<file path="src/rtl/mem_port_arbiter_pkg.sv">
// Shared types and constants for the unified-memory port arbiter.
// Access-type codes follow the RISC-V load/store funct3 field.
package mem_port_arbiter_pkg;

    typedef enum logic [1:0] {
        IDLE,
        BUSY_F,
        BUSY_D
    } arb_state_t;

    typedef enum logic [1:0] {
        ARB_OWNER_NONE = 2'd0,
        ARB_OWNER_F    = 2'd1,
        ARB_OWNER_D    = 2'd2
    } arb_owner_t;

    localparam logic [2:0] ACC_LB  = 3'b000;
    localparam logic [2:0] ACC_LH  = 3'b001;
    localparam logic [2:0] ACC_LW  = 3'b010;
    localparam logic [2:0] ACC_LBU = 3'b100;
    localparam logic [2:0] ACC_LHU = 3'b101;
    localparam logic [2:0] ACC_SB  = 3'b000;
    localparam logic [2:0] ACC_SH  = 3'b001;
    localparam logic [2:0] ACC_SW  = 3'b010;

    localparam int CNT_W = 4;

    function automatic arb_owner_t owner_of(input arb_state_t s);
        unique case (s)
            BUSY_F:  return ARB_OWNER_F;
            BUSY_D:  return ARB_OWNER_D;
            default: return ARB_OWNER_NONE;
        endcase
    endfunction

endpackage

</file>
<file path="src/rtl/mem_port_arbiter_arb_pick.sv">
// Priority decision between fetch and data requesters.
// Data wins unless its streak has reached the limit while fetch waits.
module arb_pick (
    input  logic f_req,
    input  logic d_req,
    input  logic streak_at_max,
    output logic grant_f,
    output logic grant_d
);

    logic take_d;

    assign take_d  = d_req & ~(f_req & streak_at_max);
    assign grant_d = take_d;
    assign grant_f = f_req & ~take_d;

endmodule

</file>
<file path="src/rtl/mem_port_arbiter.sv">
// Single-port memory arbiter for fetch and load/store traffic.
// One access in flight; re-arbitrates in the response cycle.
module mem_port_arbiter
    import mem_port_arbiter_pkg::*;
#(
    parameter int AWIDTH          = 32,
    parameter int DWIDTH          = 32,
    parameter int MEM_LATENCY     = 1,
    parameter int MAX_DATA_STREAK = 4
) (
    input  logic              clk,
    input  logic              reset,
    input  logic              f_req_i,
    input  logic [AWIDTH-1:0] f_addr_i,
    input  logic              f_flush_i,
    output logic              f_gnt_o,
    output logic              f_rsp_valid_o,
    output logic [DWIDTH-1:0] f_rdata_o,
    input  logic              d_req_i,
    input  logic              d_we_i,
    input  logic [AWIDTH-1:0] d_addr_i,
    input  logic [DWIDTH-1:0] d_wdata_i,
    input  logic [2:0]        d_size_i,
    output logic              d_gnt_o,
    output logic              d_rsp_valid_o,
    output logic [DWIDTH-1:0] d_rdata_o,
    output logic              mem_re_o,
    output logic              mem_we_o,
    output logic [AWIDTH-1:0] mem_addr_o,
    output logic [DWIDTH-1:0] mem_wdata_o,
    output logic [2:0]        mem_size_o,
    input  logic [DWIDTH-1:0] mem_rdata_i
);

    localparam logic [CNT_W-1:0] LAT_INIT = CNT_W'(MEM_LATENCY - 1);
    localparam logic [CNT_W-1:0] SMAX     = CNT_W'(MAX_DATA_STREAK);

    arb_state_t       state;
    arb_state_t       state_nxt;
    arb_owner_t       owner;
    logic [CNT_W-1:0] lat_cnt;
    logic [CNT_W-1:0] lat_nxt;
    logic [CNT_W-1:0] streak;
    logic [CNT_W-1:0] streak_nxt;
    logic             drop;
    logic             drop_nxt;
    logic             store_q;
    logic             store_nxt;

    logic rsp_cycle;
    logic arb_en;
    logic streak_at_max;
    logic pick_f;
    logic pick_d;
    logic gnt_f;
    logic gnt_d;
    logic flush_hit;

    assign owner         = owner_of(state);
    assign rsp_cycle     = !reset && (state != IDLE) && (lat_cnt == '0);
    assign arb_en        = !reset && ((state == IDLE) || rsp_cycle);
    assign streak_at_max = (streak == SMAX);
    assign flush_hit     = (state == BUSY_F) && f_flush_i;

    arb_pick u_pick (
        .f_req         (f_req_i),
        .d_req         (d_req_i),
        .streak_at_max (streak_at_max),
        .grant_f       (pick_f),
        .grant_d       (pick_d)
    );

    assign gnt_f = arb_en & pick_f;
    assign gnt_d = arb_en & pick_d;

    // Memory side: strobes and buses carry only the winner, only on issue.
    always_comb begin
        f_gnt_o     = gnt_f;
        d_gnt_o     = gnt_d;
        mem_re_o    = gnt_f | (gnt_d & ~d_we_i);
        mem_we_o    = gnt_d & d_we_i;
        mem_addr_o  = '0;
        mem_wdata_o = '0;
        mem_size_o  = '0;
        unique case (1'b1)
            gnt_f: begin
                mem_addr_o = f_addr_i;
                mem_size_o = ACC_LW;
            end
            gnt_d: begin
                mem_addr_o  = d_addr_i;
                mem_wdata_o = d_wdata_i;
                mem_size_o  = d_size_i;
            end
            default: ;
        endcase
    end

    // A flush in the response cycle itself still kills the stale fetch.
    always_comb begin
        f_rsp_valid_o = rsp_cycle && (owner == ARB_OWNER_F)
                        && !drop && !f_flush_i;
        d_rsp_valid_o = rsp_cycle && (owner == ARB_OWNER_D);
        f_rdata_o     = f_rsp_valid_o ? mem_rdata_i : '0;
        d_rdata_o     = (d_rsp_valid_o && !store_q) ? mem_rdata_i : '0;
    end

    always_comb begin
        state_nxt  = state;
        lat_nxt    = lat_cnt;
        drop_nxt   = drop;
        store_nxt  = store_q;
        streak_nxt = streak;
        if (gnt_f || gnt_d) begin
            state_nxt = gnt_f ? BUSY_F : BUSY_D;
            lat_nxt   = LAT_INIT;
            drop_nxt  = 1'b0;
            store_nxt = gnt_d & d_we_i;
        end else if (rsp_cycle) begin
            state_nxt = IDLE;
            drop_nxt  = 1'b0;
            store_nxt = 1'b0;
        end else if (state != IDLE) begin
            lat_nxt = lat_cnt - 1'b1;
            if (flush_hit) begin
                drop_nxt = 1'b1;
            end
        end
        if (gnt_f) begin
            streak_nxt = '0;
        end else if (gnt_d) begin
            if (!f_req_i) begin
                streak_nxt = '0;
            end else if (!streak_at_max) begin
                streak_nxt = streak + 1'b1;
            end
        end
    end

    always_ff @(posedge clk) begin
        if (reset) begin
            state   <= IDLE;
            lat_cnt <= '0;
            streak  <= '0;
            drop    <= 1'b0;
            store_q <= 1'b0;
        end else begin
            state   <= state_nxt;
            lat_cnt <= lat_nxt;
            streak  <= streak_nxt;
            drop    <= drop_nxt;
            store_q <= store_nxt;
        end
    end

endmodule

</file>
<file path="config.mk">
export PLATFORM = sky130hd
export DESIGN_NAME = mem_port_arbiter
export DESIGN_NICKNAME = d
export VERILOG_FILES = /design/src/rtl/mem_port_arbiter_pkg.sv /design/src/rtl/mem_port_arbiter_arb_pick.sv /design/src/rtl/mem_port_arbiter.sv
export SDC_FILE = /design/constraint.sdc
export NUM_CORES = 1
export LEC_CHECK = 0
export BUFFER_PORTS_ARGS = -buffer_cell sky130_fd_sc_hd__buf_2
export CAP_MARGIN = 30
export CORE_AREA = 5 5 104 106
export CTS_CLUSTER_DIAMETER = 100
export CTS_CLUSTER_SIZE = 20
export DETAILED_ROUTE_END_ITERATION = 12
export DIE_AREA = 0 0 109 111
export PLACE_DENSITY = 0.62
export SLEW_MARGIN = 30
export SYNTH_ARGS = -nofsm -noshare
export SYNTH_HDL_FRONTEND = slang
export SYNTH_HIERARCHICAL = 1
export SYNTH_SLANG_ARGS = --single-unit
export TNS_END_PERCENT = 50
</file>
<file path="constraint.sdc">
create_clock -name clk -period 2.5 [get_ports clk]
set_input_delay 0.125 -clock clk [delete_from_list [all_inputs] [get_ports clk]]
set_output_delay 0.125 -clock clk [all_outputs]
set_load 0.01 [all_outputs]
</file>
==> qor.csv <==
stage,metric,value,unit
routing,final wirelength,9.43,mm
grt,vias in the first global route,2650,
timing,setup tns final,0,ps
placed_design,placed cell count,630,
synthesis,number of synthesized flops with an enable pin,0,
clocking,TritonCTS Buffers,3,
final_layout,fin cells,635,
clocking,clk root buf,clkbuf_8,
pwr,Pint,765,uW
pwr,Seq pwr share,0.186,
clocking,Num Clock Sinks,12,
placed_design,RePlAce Congestion,0.857,
final_layout,post-layout util,0.343,
floorplanning,core region area,9680,um2
final_layout,post-route cell area,3330,um2
synthesis,"Distinct cells, synth",35,
timing,hold slack,200,ps
floorplanning,die width,109,um
worst_setup_path,CP required,2380,ps
final_layout,layout overhead on the synthesized area,87.7,%
grt,largest net degree at the start of global routing,76,
clocking,Clock Path Buffers,2,
grt,first-pass GRT wire length,13.7,mm
placed_design,IO Port Bufs,273,
timing,RSZ-0062 raised after global routing,no,
floorplanning,row cnt,36,
hold_path,worst hold start,d_we_i,
worst_setup_path,critical path capture point type,output pin,
clocking,H-Tree Depth,1,
placed_design,Area after DPL,3250,um2
final_layout,share of cells above drive strength 1,0.577,
synthesis,"Cell Area, Synth",1770,um2
pwr,Sw Pwr,585,uW
floorplanning,die area,12100,um2
placed_design,DP Wirelength,8.26,mm
pwr,Sw Ratio,0.433,
worst_setup_path,critical setup path kind,reg -> out,
routing,DRT iter0 DRCs,142,
clocking,"Clk Latency, worst-skew pair",240,ps
clocking,clock-pin slew on the worst setup and hold paths,50,ps
routing,DRC viols,0,
timing,final setup vio count,0,
timing,final-report hold violation count,0,
floorplanning,Initial Util,0.183,
floorplanning,Top Ports,274,
final_layout,nets@finish,644,
routing,vias,2731,
grt,initial antenna violation count,0,
pwr,P_leak,2.01,nW
pwr,Pwr Total,1.35,mW
routing,remaining antenna violation count,0,
job,max-cap check violation count,0,
worst_setup_path,crit path from,lat_cnt[0]$_SDFFE_PP0P_,
pwr,VDD IR max,0.000145,V
hold_path,worst hold path class,in -> reg,
timing,period utilization,0.939,
outcome,status,"complete, no violations",
clocking,clock tree from TritonCTS,yes,
grt,grt total ovfl,0,
clocking,cts hold-fix bufs,0,
timing,Clock Skews,4.05,ps
synthesis,Post-synth ARST share,0,
worst_setup_path,Crit Path Max Fanout,36,
worst_setup_path,Worst R2R Start,lat_cnt[0]$_SDFFE_PP0P_,
pwr,Comb power frac,0.685,
floorplanning,DIE HEIGHT,111,um
timing,FMAX,426,MHz
routing,DR WL/cell,14.8,um
timing,Worst-Margin Slew,539,ps
worst_setup_path,crit start category,flip-flop,
timing,Worst slew margin,0.637,
synthesis,"Seq/Total Area, Yosys",0.136,
clocking,"Setup Fix Bufs, Post-CTS",0,
routing,routed vias/inst,4.30,
worst_setup_path,crit path DAT,2220,ps
synthesis,Post-Syn Area per Cell,7.38,um2
pwr,PwrDens,406,nW/um2
routing,First-pass DRT Iterations,4,
synthesis,Post-Synthesis Cells,240,
synthesis,Synth Register Bits,12,
timing,min Tclk post-route,2350,ps
pwr,power share of the clock group,0.128,
synthesis,Post-synth top flop,dfxtp_1,
synthesis,Synth warnings,6,
timing,Max Transition Viols Final,0,
placed_design,Setup Slack @ Placement,265,ps
grt,GRT Overall Usage,0.139,
synthesis,Mapped Nets,381,
timing,post-layout worst setup margin,151,ps
-- Yosys cell counts, types with 3 or more instances --
| cell type | n | area (um2) |
|---|---|---|
| buf_6 | 3 | 33.8 |
| or3_1 | 3 | 18.8 |
| dfxtp_1 | 12 | 240 |
| buf_4 | 4 | 30.0 |
| nor2_1 | 7 | 26.3 |
| clkbuf_1 | 5 | 18.8 |
| a21oi_1 | 7 | 35.0 |
| o21ai_0 | 7 | 35.0 |
| nand3_1 | 7 | 35.0 |
| and2_1 | 101 | 632 |
| nor3_1 | 4 | 20.0 |
| a31oi_1 | 3 | 18.8 |
| ha_1 | 4 | 50.1 |
| a22o_1 | 32 | 280 |
| buf_2 | 9 | 45.0 |
| inv_1 | 7 | 26.3 |
-- registers in the layout, summed over array words and instances (netlist names) --
| register | count |
|---|---|
| streak | 4 |
| store_q | 1 |
| drop | 1 |
| lat_cnt | 4 |
| state | 2 |
-- cell usage in the layout, fill, tap and decap left out, types with 2 or more instances in the layout --
cell type and count:
a211oi_1 2, a21boi_1 2, a21o_1 2, a21oi_1 7, a22o_1 32, a31oi_1 3
and2_1 101, buf_12 3, buf_2 273, buf_4 2, clkbuf_8 3, dfxtp_1 12
ha_1 4, inv_1 6, nand2_1 2, nand3_1 7, nor2_1 7, nor2b_1 2
nor3_1 4, o21ai_0 6, o21bai_1 2, or3_1 3
-- cells by family after synthesis --
logic type,after synthesis,synth area share
DFF,12,0.136
buffers and inverters,28,0.0869
adders and majority gates,4,0.0282
AOI/OAI and AO/OA,62,0.270
and+or+nand+nor,134,0.480
-- power groups by stage --
stage                     sequential, mW  clock, mW  combinational (mW)
after global routing               0.257      0.186                1.01
after CTS                          0.250      0.177               0.914
after floorplan                    0.236          0               0.531
final                              0.252      0.173               0.926
after detailed placement           0.254          0               0.911
after global placement             0.254          0               0.895
-- what timing repair did --
| action | CTS | global route |
|---|---|---|
| hold endpoints to repair | 0 | 0 |
| setup endpoints to repair | 0 | 109 |
| gates resized for setup | 0 | 3 |
-- final timing paths --
kind / to / slack, ps / depth (start not counted)
worst max-delay path: mem_addr_o[12] / 150 / 8
worst min-delay path: store_q$_SDFFE_PP0P_ / 200 / 3
worst max register to register: drop$_SDFFE_PP0P_ / 530 / 7
worst min register to register: store_q$_SDFFE_PP0P_ / 470 / 2
-- worst max-delay path: stages, from the launching register on --
cell,delay (ps)
dfxtp_1,320
inv_1,100
ha_1,170
or4b_4,500
buf_4,180
a21oi_4,160
buf_12,210
a22o_1,180
buf_2,140
-- layer usage --
layer,up-vias,track usage,wire [um]
met5,-,0,0
met2,178,0.269,4720
met4,0,0.0303,82
met1,1192,0.142,3360
li1,1354,-,-
met3,7,0.0437,1270
-- final cells by class --
type                    instances  area, um2
repair buffers                279       1470
inverters                       7       26.3
well taps                     133        166
multi-input cells             200       1380
clock buffers                   3       41.3
flip-flops and latches         12        240
fillers                      1042       6360
diodes                          1       2.50
(Power assumes the default switching activity.)
